--- config.mk ---
export PLATFORM = sky130hd
export DESIGN_NAME = window_bram
export DESIGN_NICKNAME = d
export VERILOG_FILES = /design/src/rtl/window_bram.sv
export SDC_FILE = /design/constraint.sdc
export NUM_CORES = 1
export LEC_CHECK = 0
export CAP_MARGIN = 30
export CORE_MARGIN = 1.5
export CORE_UTILIZATION = 35
export CTS_CLUSTER_SIZE = 30
export DETAILED_ROUTE_END_ITERATION = 8
export GPL_TIMING_DRIVEN = 1
export PLACE_DENSITY_LB_ADDON = 0.08
export SKIP_CTS_REPAIR_TIMING = 1
export SLEW_MARGIN = 20
export SYNTH_ARGS = -nofsm -noshare
export SYNTH_HDL_FRONTEND = slang
export SYNTH_SLANG_ARGS = --single-unit
--- constraint.sdc ---
create_clock -name i_clk -period 4.1 [get_ports i_clk]
set_input_delay 0.615 -clock i_clk [delete_from_list [all_inputs] [get_ports i_clk]]
set_output_delay 0.615 -clock i_clk [all_outputs]
set_load 0.1 [all_outputs]
--- src/rtl/window_bram.sv ---
`default_nettype none
// ============================================================================
// Module   : window_bram
// Brief    : Circular sliding-window sample buffer with PORTS offset-addressed
//            read ports. Define WINDOW_BRAM_BYPASS_EN for same-cycle write forwarding.
// Revision : 1.0 - initial release
// ============================================================================
module window_bram #(
  parameter int DATA_WIDTH = 8,
  parameter int DEPTH      = 21,
  parameter int PORTS      = 3,
  parameter int ADDR_WIDTH = 6
) (
  input  logic                         i_clk,
  input  logic                         i_rst,
  input  logic                         i_wr_valid,
  output logic                         o_wr_ready,
  input  logic [DATA_WIDTH-1:0]        i_wr_data,
  input  logic                         i_release,
  input  logic                         i_rd_en,
  input  logic [ADDR_WIDTH*PORTS-1:0]  i_rd_offs,
  output logic [DATA_WIDTH*PORTS-1:0]  o_rd_data,
  output logic                         o_rd_valid,
  output logic [PORTS-1:0]             o_rd_oob,
  output logic [ADDR_WIDTH:0]          o_fill,
  output logic                         o_full,
  output logic                         o_empty
);

  localparam int                  c_IDX_W  = (DEPTH > 1) ? $clog2(DEPTH) : 1;
  localparam logic [ADDR_WIDTH:0] c_DEPTH  = (ADDR_WIDTH+1)'(DEPTH);
  localparam logic [ADDR_WIDTH:0] c_FONE   = (ADDR_WIDTH+1)'(1);
  localparam logic [c_IDX_W-1:0]  c_LAST   = c_IDX_W'(DEPTH-1);
  localparam logic [c_IDX_W-1:0]  c_PONE   = c_IDX_W'(1);

  logic [DATA_WIDTH-1:0]       r_mem [0:DEPTH-1];
  logic [c_IDX_W-1:0]          r_wp;
  logic [c_IDX_W-1:0]          r_tp;
  logic [ADDR_WIDTH:0]         r_fill;
  logic                        w_full;
  logic                        w_empty;
  logic                        w_wr_fire;
  logic                        w_rel_fire;
  logic [DATA_WIDTH*PORTS-1:0] w_rd_data;
  logic [PORTS-1:0]            w_rd_oob;
  logic [DATA_WIDTH*PORTS-1:0] r_rd_data;
  logic [PORTS-1:0]            r_rd_oob;
  logic                        r_rd_valid;

  assign w_full     = (r_fill == c_DEPTH);
  assign w_empty    = (r_fill == '0);
  // Ready comes from registered fill only, so a same-cycle release never opens a full buffer.
  assign w_wr_fire  = i_wr_valid && !w_full;
  assign w_rel_fire = i_release && !w_empty;

  always_ff @(posedge i_clk or posedge i_rst) begin
    if (i_rst) begin
      r_wp   <= '0;
      r_tp   <= '0;
      r_fill <= '0;
    end else begin
      if (w_wr_fire) begin
        r_wp <= (r_wp == c_LAST) ? '0 : r_wp + c_PONE;
      end
      if (w_rel_fire) begin
        r_tp <= (r_tp == c_LAST) ? '0 : r_tp + c_PONE;
      end
      case ({w_wr_fire, w_rel_fire})
        2'b10:   r_fill <= r_fill + c_FONE;
        2'b01:   r_fill <= r_fill - c_FONE;
        default: r_fill <= r_fill;
      endcase
    end
  end

  // Storage carries no reset; stale entries are unreachable once fill is cleared.
  always_ff @(posedge i_clk) begin
    if (w_wr_fire) begin
      r_mem[r_wp] <= i_wr_data;
    end
  end

  for (genvar p = 0; p < PORTS; p++) begin : g_port
    logic [ADDR_WIDTH-1:0] w_offs;
    logic [ADDR_WIDTH:0]   w_sum;
    logic [ADDR_WIDTH:0]   w_red;
    logic [c_IDX_W-1:0]    w_addr;
    logic                  w_inr;

    assign w_offs = i_rd_offs[ADDR_WIDTH*p +: ADDR_WIDTH];
    assign w_sum  = (ADDR_WIDTH+1)'(r_tp) + {1'b0, w_offs};
    assign w_red  = (w_sum >= c_DEPTH) ? (w_sum - c_DEPTH) : w_sum;
    assign w_addr = c_IDX_W'(w_red);
    assign w_inr  = ({1'b0, w_offs} < r_fill);

`ifdef WINDOW_BRAM_BYPASS_EN
    logic w_fwd;
    // offs == fill addresses the slot being written this cycle, i.e. mem[wp].
    assign w_fwd = w_wr_fire && ({1'b0, w_offs} == r_fill);
    assign w_rd_data[DATA_WIDTH*p +: DATA_WIDTH] = w_fwd ? i_wr_data :
                                                   (w_inr ? r_mem[w_addr] : '0);
    assign w_rd_oob[p] = !(w_inr || w_fwd);
`else
    assign w_rd_data[DATA_WIDTH*p +: DATA_WIDTH] = w_inr ? r_mem[w_addr] : '0;
    assign w_rd_oob[p] = !w_inr;
`endif
  end

  always_ff @(posedge i_clk or posedge i_rst) begin
    if (i_rst) begin
      r_rd_valid <= 1'b0;
      r_rd_data  <= '0;
      r_rd_oob   <= '0;
    end else begin
      r_rd_valid <= i_rd_en;
      if (i_rd_en) begin
        r_rd_data <= w_rd_data;
        r_rd_oob  <= w_rd_oob;
      end
    end
  end

  assign o_rd_data  = r_rd_data;
  assign o_rd_valid = r_rd_valid;
  assign o_rd_oob   = r_rd_oob;
  assign o_fill     = r_fill;
  assign o_full     = w_full;
  assign o_empty    = w_empty;
  assign o_wr_ready = !w_full;

endmodule
`default_nettype wire

# Word level (Yosys, flattened, before mapping)
# Memories as Yosys holds them, arrays and structs flattened.
# Cells that the tools add are included.
# W data, S select, Z words.
# op_classes
n_eq_ne	5
n_mux	11
n_lt_le_gt_ge	6
n_reduce_logical	9
n_addsub	10
# op_table
operator	count
$mux W5	5
$mux W8	3
$add A5 B6 Y7	3
$ge A7 B5 Y1 const B	3
$lt A6 B7 Y1	3
$sub A5 B5 Y5 const B	3
$pmux W7 S2	1
$add A5 B1 Y5 const B	2
$eq A5 B5 Y1 const B	2
$add A7 B1 Y7 const B	1
$eq A7 B5 Y1 const B	1
$logic_not A7 Y1	1
$sub A7 B1 Y7 const B	1
$logic_not A1 Y1	5
$eq A2 B1 Y1 const B	1
$eq A2 B2 Y1 const B	1
$logic_and A1 B1 Y1	2
$mux W1	2
$reduce_bool A2 Y1	1
# word_totals
mem_bits_rw	168
in_bits	31
memories	1
word_cells	48
ff_bits	45
# memory_table
name	depth	width	read_ports	rd_clocked_by_memory_dff	write_ports	line_no	source
r_mem	21	8	3	0	1	36	logic [DATA_WIDTH-1:0] r_mem [0:DEPTH-1];

# Logic depth before layout (Yosys ltp)
# Gate-level depths: netlist (run 1).
# depth
depth_word	5
ltp_mapped	16
depth_no_buf	15

# Least setup slack after synthesis (run 1)
# OpenSTA, ideal clock, no wires.
# synth_timing
kind	reg2reg
from	register r_fill[3], in the netlist o_fill[3]
to	register r_fill[6], in the netlist o_fill[6]
t_required_ns	3.935
setup_slack_ns	-0.472
stages_incl_launch_ff	17
setup_time_ns	0.165
n_path_buf	1
arrival_time_ns	4.407
cell_sequence	dfrtp_1 > or4_1 > or4_1 > and2_1 > clkbuf_1 > inv_1 > ha_1 > inv_1 > fa_1 > inv_1 > a21oi_1 > o21bai_1 > a21o_1 > a21oi_1 > xnor2_1 > nor2_1 > xor2_1
# synth_via
elab_chain_len	5
word_cells_on_any_way	12
# synth_lines
element	line_no	source
start: declaration	39	logic [ADDR_WIDTH:0] r_fill;
start signal: assignment	69	2'b10: r_fill <= r_fill + c_FONE;
start signal: assignment	70	2'b01: r_fill <= r_fill - c_FONE;
start signal: assignment	71	default: r_fill <= r_fill;
$eq A7 B5 Y1 (*)	50	assign w_full = (r_fill == c_DEPTH);
$logic_not A1 Y1 (*)	--	
named net o_wr_ready	17	output logic o_wr_ready,
$logic_and A1 B1 Y1 (*)	53	assign w_wr_fire = i_wr_valid && !w_full;
$eq A2 B1 Y1 / $eq A2 B2 Y1 (equally long branches)	68	case ({w_wr_fire, w_rel_fire})
$pmux W7 S2 / $reduce_bool A2 Y1 (equally long branches)	--	
# The timed path passes the listed nets; every way through them passes the cells marked *.
# A chain may end at the register's enable or synchronous reset.

# Worst setup path in the final report (run 1)
# layout_timing
from	input port i_rd_offs[13]
to	register r_rd_data[23], in the netlist o_rd_data[23]
# layout_via
elab_chain_len	5
word_cells_on_any_way	7
# layout_lines
element	line_no	source
start: declaration	21	input logic [ADDR_WIDTH*PORTS-1:0] i_rd_offs,
$add A5 B6 Y7	91	assign w_sum = (ADDR_WIDTH+1)'(r_tp) + {1'b0, w_offs};
$ge A7 B5 Y1 / $sub A5 B5 Y5 (equally long branches)	92	assign w_red = (w_sum >= c_DEPTH) ? (w_sum - c_DEPTH) : w_sum;
$mux W5	92	
$mem_v2 Z21 W8	--	
$mux W8 (*)	104	assign w_rd_data[DATA_WIDTH*p +: DATA_WIDTH] = w_inr ? r_mem[w_addr] : '0;
end signal: assignment	117	r_rd_data <= w_rd_data;
end: declaration	46	logic [DATA_WIDTH*PORTS-1:0] r_rd_data;
# Every way passes the cells marked *; elsewhere a longest branch is shown, timed or not.

==> parameters.txt, run 1 <==
Parameter                              Value

CTS
  Clock sinks    213
  Root Driver    clkbuf_16
  Number of buffers on the longest clock path    3
  Skew-Pair Late Insertion Delay    between 500 and 600 ps
  Depth of the CTS H-tree    1
  TritonCTS clock tree    done
  Clock transition time at the flip-flop clock pins of the worst setup and hold paths    70 ps
  Number of CTS-inserted buffers    27

Timing
  Final Max Tran Viols    0
  Worst slack on hold paths    around 500 ps
  Final hold vios    0
  Minimum clock period    between 3000 and 4000 ps
  Worst slew margin relative to its limit    between 20 and 30%
  RSZ-0062 raised after global routing    no
  Period utilisation layout    a little over nine tenths
  FMAX    roughly 0.25 GHz
  Final Setup Violations    0
  Worst Tran Pin Value    1060 ps
  Clock Skew    between 30 and 40 ps

Synthesis
  Syn Nets    ~1600
  Flip-flop cell with the highest count after synthesis    edfxtp_1
  Number of enable flip-flop cells after synthesis    approximately 170
  Top area cells in the synthesized netlist    edfxtp_1, mux2i_1, dfrtp_1, nand2_1, ha_1
  Post-synthesis instance area    around 15000 sq um
  Average footprint of a synthesized cell    just under 10 sq um
  Fraction of the yosys area taken by sequential cells    41.57%
  Synthesis warning total    0
  Area share of the largest cell type after synthesis    between 30 and 40%
  Count of state elements after synthesis    213
  Area leader, netlist    edfxtp_1
  Synthesized instance count    between 1500 and 2000
  Post-synthesis cell type count    73
  Synth async-reset ratio    21.13%

Routing
  Vias per std cell    6.124
  Post-detailed-route wirelength per cell    27.53 um
  Residual antenna-violating net count after detailed routing    0
  First-pass iteration count of the detailed router    6
  Initial drt markers    1595
  DRC Markers    0
  Number of vias after detailed routing    roughly 14000
  Total routed wirelength    roughly 64 mm

Finish
  Number of inserted diodes    0
  Synthesis-to-layout area growth    27.34%
  Post-Layout Cell Count    2328
  Post-Layout Inst Area    about 19000 sq um
  Leading cell types in the layout, fill and taps excluded    nand2_1, buf_4, edfxtp_1
  Number of nets in the layout    1851
  Commonest non-fill, non-tap cell in the layout    nand2_1
  Share of cells above drive strength 1    about a fifth
  Fin util    45.17%

Floorplan
  Number of I/O pins    69
  Area of the core    between 40000 and 50000 sq um
  Die width    roughly 210 um
  Number of core rows    75
  Die area    roughly 44000 sq um
  Initial standard-cell utilization of the core    35.47%
  Die extent in y    roughly 210 um

Global route
  First-pass GRT wire length    92.83 mm
  Maximum number of pins on one net before global-route repair    between 50 and 60
  Tot GR Track Use    about 29%
  Antenna violations before repair    0
  Remaining global-route overflow    0
  Number of global-route vias before repair    ~14000

Place
  Routability Congestion    approximately 0.99
  Placed cells    between 2000 and 2500
  DP HPWL    48.20 mm
  Post-detailed-placement cell area    between 15000 and 20000 sq um
  Buffers on Ports    between 60 and 70

Flow run
  Max_cap viols    0

Min path
  Class of the tightest hold or removal check    register to register
  Hold Path Cell Cnt    2

Critical path
  Largest delay contributor family on the critical path    buffers and inverters
  Cell chain of the critical path    clkdlybuf4s50_1, buf_4, ha_1, a211oi_1, or2_1, or4_1, a21oi_4, and2_1, buf_4, buf_4, nor2_1, buf_4, a22oi_1, nand4_1, a21oi_2, buf_4, o41a_1
  Type of the setup path with the least slack    input port to register
  Data required time of the worst path    between 4000 and 5000 ps
  Library cell appearing most often on the critical path    buf_4
  Sort of element at the end of the critical path    register
  Stages on the worst setup path    17
  Worst reg2reg path depth    16
  Critical-path maximum fanout    11
  WP data arrival    4460 ps
  Kind of launch point of the worst setup path    input port
  Worst Path Buf+Inv    6
  Stage delay of the slowest cell on the critical path    530 ps
  Critical-path cell with the highest stage delay    or4_1

Status
  Result of the run    finished, final reports clean
[metal layers]
| metal | wire length (um) | GRT usage [%] | share of wire, % |
|---|---|---|---|
| met1 | 27100 | 39.20 | 42 |
| met2 | 29550 | 47.00 | 46 |
| met3 | 4911 | 4.013 | 7.7 |
| met4 | 2522 | 11.39 | 3.9 |
| met5 | 0 | 0 | 0 |
[worst paths after layout]
kind / end / slack (ps) / startpoint
worst max-delay path: o_rd_data[23]$_DFFE_PP0P_ / 140 / i_rd_offs[13]
worst min-delay path: o_rd_oob[2]$_DFFE_PP0P_ / 500 / o_rd_oob[2]$_DFFE_PP0P_
worst max register to register: o_rd_data[5]$_DFFE_PP0P_ / 170 / r_tp[0]$_DFFE_PP0P_
worst min register to register: o_rd_oob[2]$_DFFE_PP0P_ / 500 / o_rd_oob[2]$_DFFE_PP0P_
max in group asynchronous: o_fill[5]$_DFFE_PP0P_ / 2650 / i_rst
min in group asynchronous: o_rd_data[21]$_DFFE_PP0P_ / 520 / i_rst
[kinds of logic (layout without fill, tap and decap cells)]
family,count (synthesis),after routing,synth area share [%]
xor+xnor,20,20,1.323
compound gates,436,436,19.78
flops,213,213,41.57
buf+inv,130,379,3.354
fa+ha+maj,52,52,4.585
mux,170,170,13.63
simple gates,519,519,15.76
[cell usage after synthesis (all sizes together) (12+ instances only)]
cell type,count
inv,34
ha,48
mux2i,138
nor2,141
a31oi,26
a22oi,32
dfrtp,45
a21oi,113
nand2,213
o221ai,23
o21ai,82
buf,13
nand3,45
mux4,25
o22ai,29
edfxtp,168
a21o,14
clkbuf,81
nor2b,15
nand4,25
a221o,12
[area by class of cell]
| class | count | area (sq um) |
|---|---|---|
| fillers | 3992 | 22950 |
| multi-input cells | 1197 | 8309 |
| flip-flops and latches | 213 | 6178 |
| repair buffers | 293 | 2669 |
| clock buffers | 37 | 743.2 |
| well taps | 539 | 674.4 |
| clock inverters | 13 | 195.2 |
| inverters | 36 | 135.1 |
[per-stage QoR]
step           setup TNS, ps  setup slack [ps]
6_report                   0             142.1
5_1_grt                    0             7.416
4_1_cts                    0             52.67
3_5_place_dp           -7644            -537.3
3_3_place_gp           -8044            -587.3
2_1_floorplan              0             7.316
[sequential cells by signal (all words and copies together), names as in the netlist]
name and cells:
r_wp 5, o_rd_data 24, r_tp 5, o_rd_oob 3, o_fill 7, o_rd_valid 1, r_mem 168
[worst reg2reg max path, stage by stage (launching register included)]
cell	delay, ps
dfrtp_2	440
buf_4	160
ha_1	160
inv_1	50
fa_1	370
nand2b_1	170
a21oi_1	210
xor2_2	230
a21o_1	250
buf_4	210
mux2i_1	320
buf_4	260
a21oi_1	60
a32oi_1	470
nand3_1	140
nand3_1	180
a32o_1	180
Power of run 1 is not shown: default switching activity piles up to over one toggle a cycle in this logic, so the estimate is an artifact.
==> run 2: changes to the inputs <==
--- a/config.mk
+++ b/config.mk
@@ -7,11 +7,13 @@
 export LEC_CHECK = 0
 export CAP_MARGIN = 30
 export CORE_MARGIN = 1.5
-export CORE_UTILIZATION = 35
+export CORE_UTILIZATION = 60
+export CTS_CLUSTER_DIAMETER = 150
 export CTS_CLUSTER_SIZE = 30
 export DETAILED_ROUTE_END_ITERATION = 8
 export GPL_TIMING_DRIVEN = 1
 export PLACE_DENSITY_LB_ADDON = 0.08
+export REMOVE_ABC_BUFFERS = 1
 export SKIP_CTS_REPAIR_TIMING = 1
 export SLEW_MARGIN = 20
 export SYNTH_ARGS = -nofsm -noshare
==> parameters.txt, run 2 (synthesis gave the netlist of run 1 again) <==
Parameter                              Value

CTS
  Clock transition time at the flip-flop clock pins of the worst setup and hold paths    around 120 ps
  TritonCTS clock tree    done
  Root Driver    clkbuf_16
  Depth of the CTS H-tree    1
  Skew-Pair Late Insertion Delay    about 500 ps
  Clock sinks    around 210
  Number of CTS-inserted buffers    11
  Number of buffers on the longest clock path    3

Floorplan
  Die area    around 26000 sq um
  Number of core rows    57
  Number of I/O pins    69
  Initial standard-cell utilization of the core    slightly above 60%
  Die extent in y    around 160 um
  Area of the core    24320 sq um
  Die width    between 150 and 200 um

Timing
  Final Max Tran Viols    0
  Worst Tran Pin Value    around 1000 ps
  Worst setup slack after layout    ~120 ps
  Final Setup Violations    0
  Worst slew margin relative to its limit    between 30% and 40%
  Final hold vios    0
  Period utilisation layout    a little over nine tenths
  Post-Route Setup TNS    0 ps
  Clock Skew    approximately 42 ps
  Minimum clock period    approximately 4000 ps
  FMAX    between 0.2 and 0.3 GHz

Place
  Routability Congestion    1.011
  Buffers on Ports    between 60 and 70
  DP HPWL    roughly 40 mm
  Post-place setup slack    -332.1 ps

Routing
  Vias per std cell    7.126
  Total routed wirelength    55.60 mm
  First-pass iteration count of the detailed router    7
  Number of vias after detailed routing    between 10000 and 15000
  Residual antenna-violating net count after detailed routing    0
  Post-detailed-route wirelength per cell    between 20 and 30 um
  Initial drt markers    ~2600
  DRC Markers    0

Global route
  Tot GR Track Use    43.03%
  Remaining global-route overflow    0
  Number of global-route vias before repair    around 14000
  Antenna violations before repair    0
  First-pass GRT wire length    roughly 83 mm
  Maximum number of pins on one net before global-route repair    46

Finish
  Leading cell types in the layout, fill and taps excluded    nand2_1, buf_4, edfxtp_1
  Number of inserted diodes    0
  Fill count    roughly 1800
  Synthesis-to-layout area growth    19.65%
  Register with the most flip-flops    r_mem
  Number of nets in the layout    1815
  Fin util    between 70% and 80%
  Commonest non-fill, non-tap cell in the layout    nand2_1
  Number of flip-flops under the largest register name    about 170
  Share of cells above drive strength 1    16.08%

Critical path
  Critical-path maximum fanout    33
  WP data arrival    roughly 4300 ps
  Data required time of the worst path    4470 ps
  Sort of element at the end of the critical path    register
  Reg-to-reg critical path startpoint    r_tp[1]$_DFFE_PP0P_
  Launch point of the critical path    i_rd_offs[12]
  Type of the setup path with the least slack    input port to register
  Kind of launch point of the worst setup path    input port

Min path
  Class of the tightest hold or removal check    input port to asynchronous set/reset pin

Status
  Result of the run    finished, final reports clean

Flow run
  Max_cap viols    0
run 2: layer usage:
metal	global-route usage, %	vias up	share of wire, %
li1	-	6269	-
met1	57.82	6918	37
met2	63.97	1207	42
met3	11.11	279	14
met4	23.36	0	6.8
met5	1.326	-	0
run 2: final timing paths:
path | cells after the start | to | slack (ps)
max | 16 | o_rd_data[20]$_DFFE_PP0P_ | 120
min reg2reg | 1 | o_rd_data[5]$_DFFE_PP0P_ | 510
min in group i_clk | 1 | o_rd_data[5]$_DFFE_PP0P_ | 510
min | 2 | o_rd_data[6]$_DFFE_PP0P_ | 450
max in group asynchronous | 3 | o_rd_data[21]$_DFFE_PP0P_ | 3070
max reg2reg | 14 | o_rd_data[20]$_DFFE_PP0P_ | 140
run 2: stage by stage:
| step | area, sq um | cells | hold slack, ps |
|---|---|---|---|
| finish | 17760 | 2059 | 450.0 |
| floorplan | 14480 | 1446 | 523.1 |
| CTS | 17720 | 2057 | 468.6 |
| global placement | 17350 | 2039 | 475.3 |
| detailed placement | 17380 | 2041 | 487.2 |
| global route | 17760 | 2059 | 513.8 |
run 2: critical path, cell delays in order:
cell and delay (ps):
clkdlybuf4s50_1 530, ha_4 160, inv_1 50, fa_1 490
buf_4 160, nand2b_1 80, o21a_1 120, a21oi_1 40
or3_1 320, and2_1 210, buf_4 270, o31ai_1 280
buf_4 300, a222oi_1 120, and3_1 190, a2111o_1 380
run 2: cell type report:
cell class | count | area, sq um | area share, %
tap | 324 | 405.4 | 2.282
inverter | 36 | 135.1 | 0.7608
clock buffer | 14 | 286.5 | 1.613
multi-input combinational | 1197 | 8263 | 46.52
sequential | 213 | 6171 | 34.74
timing repair buffer | 273 | 2441 | 13.74
clock inverter | 2 | 60.06 | 0.3381
Power of run 2 is left out for the same reason.
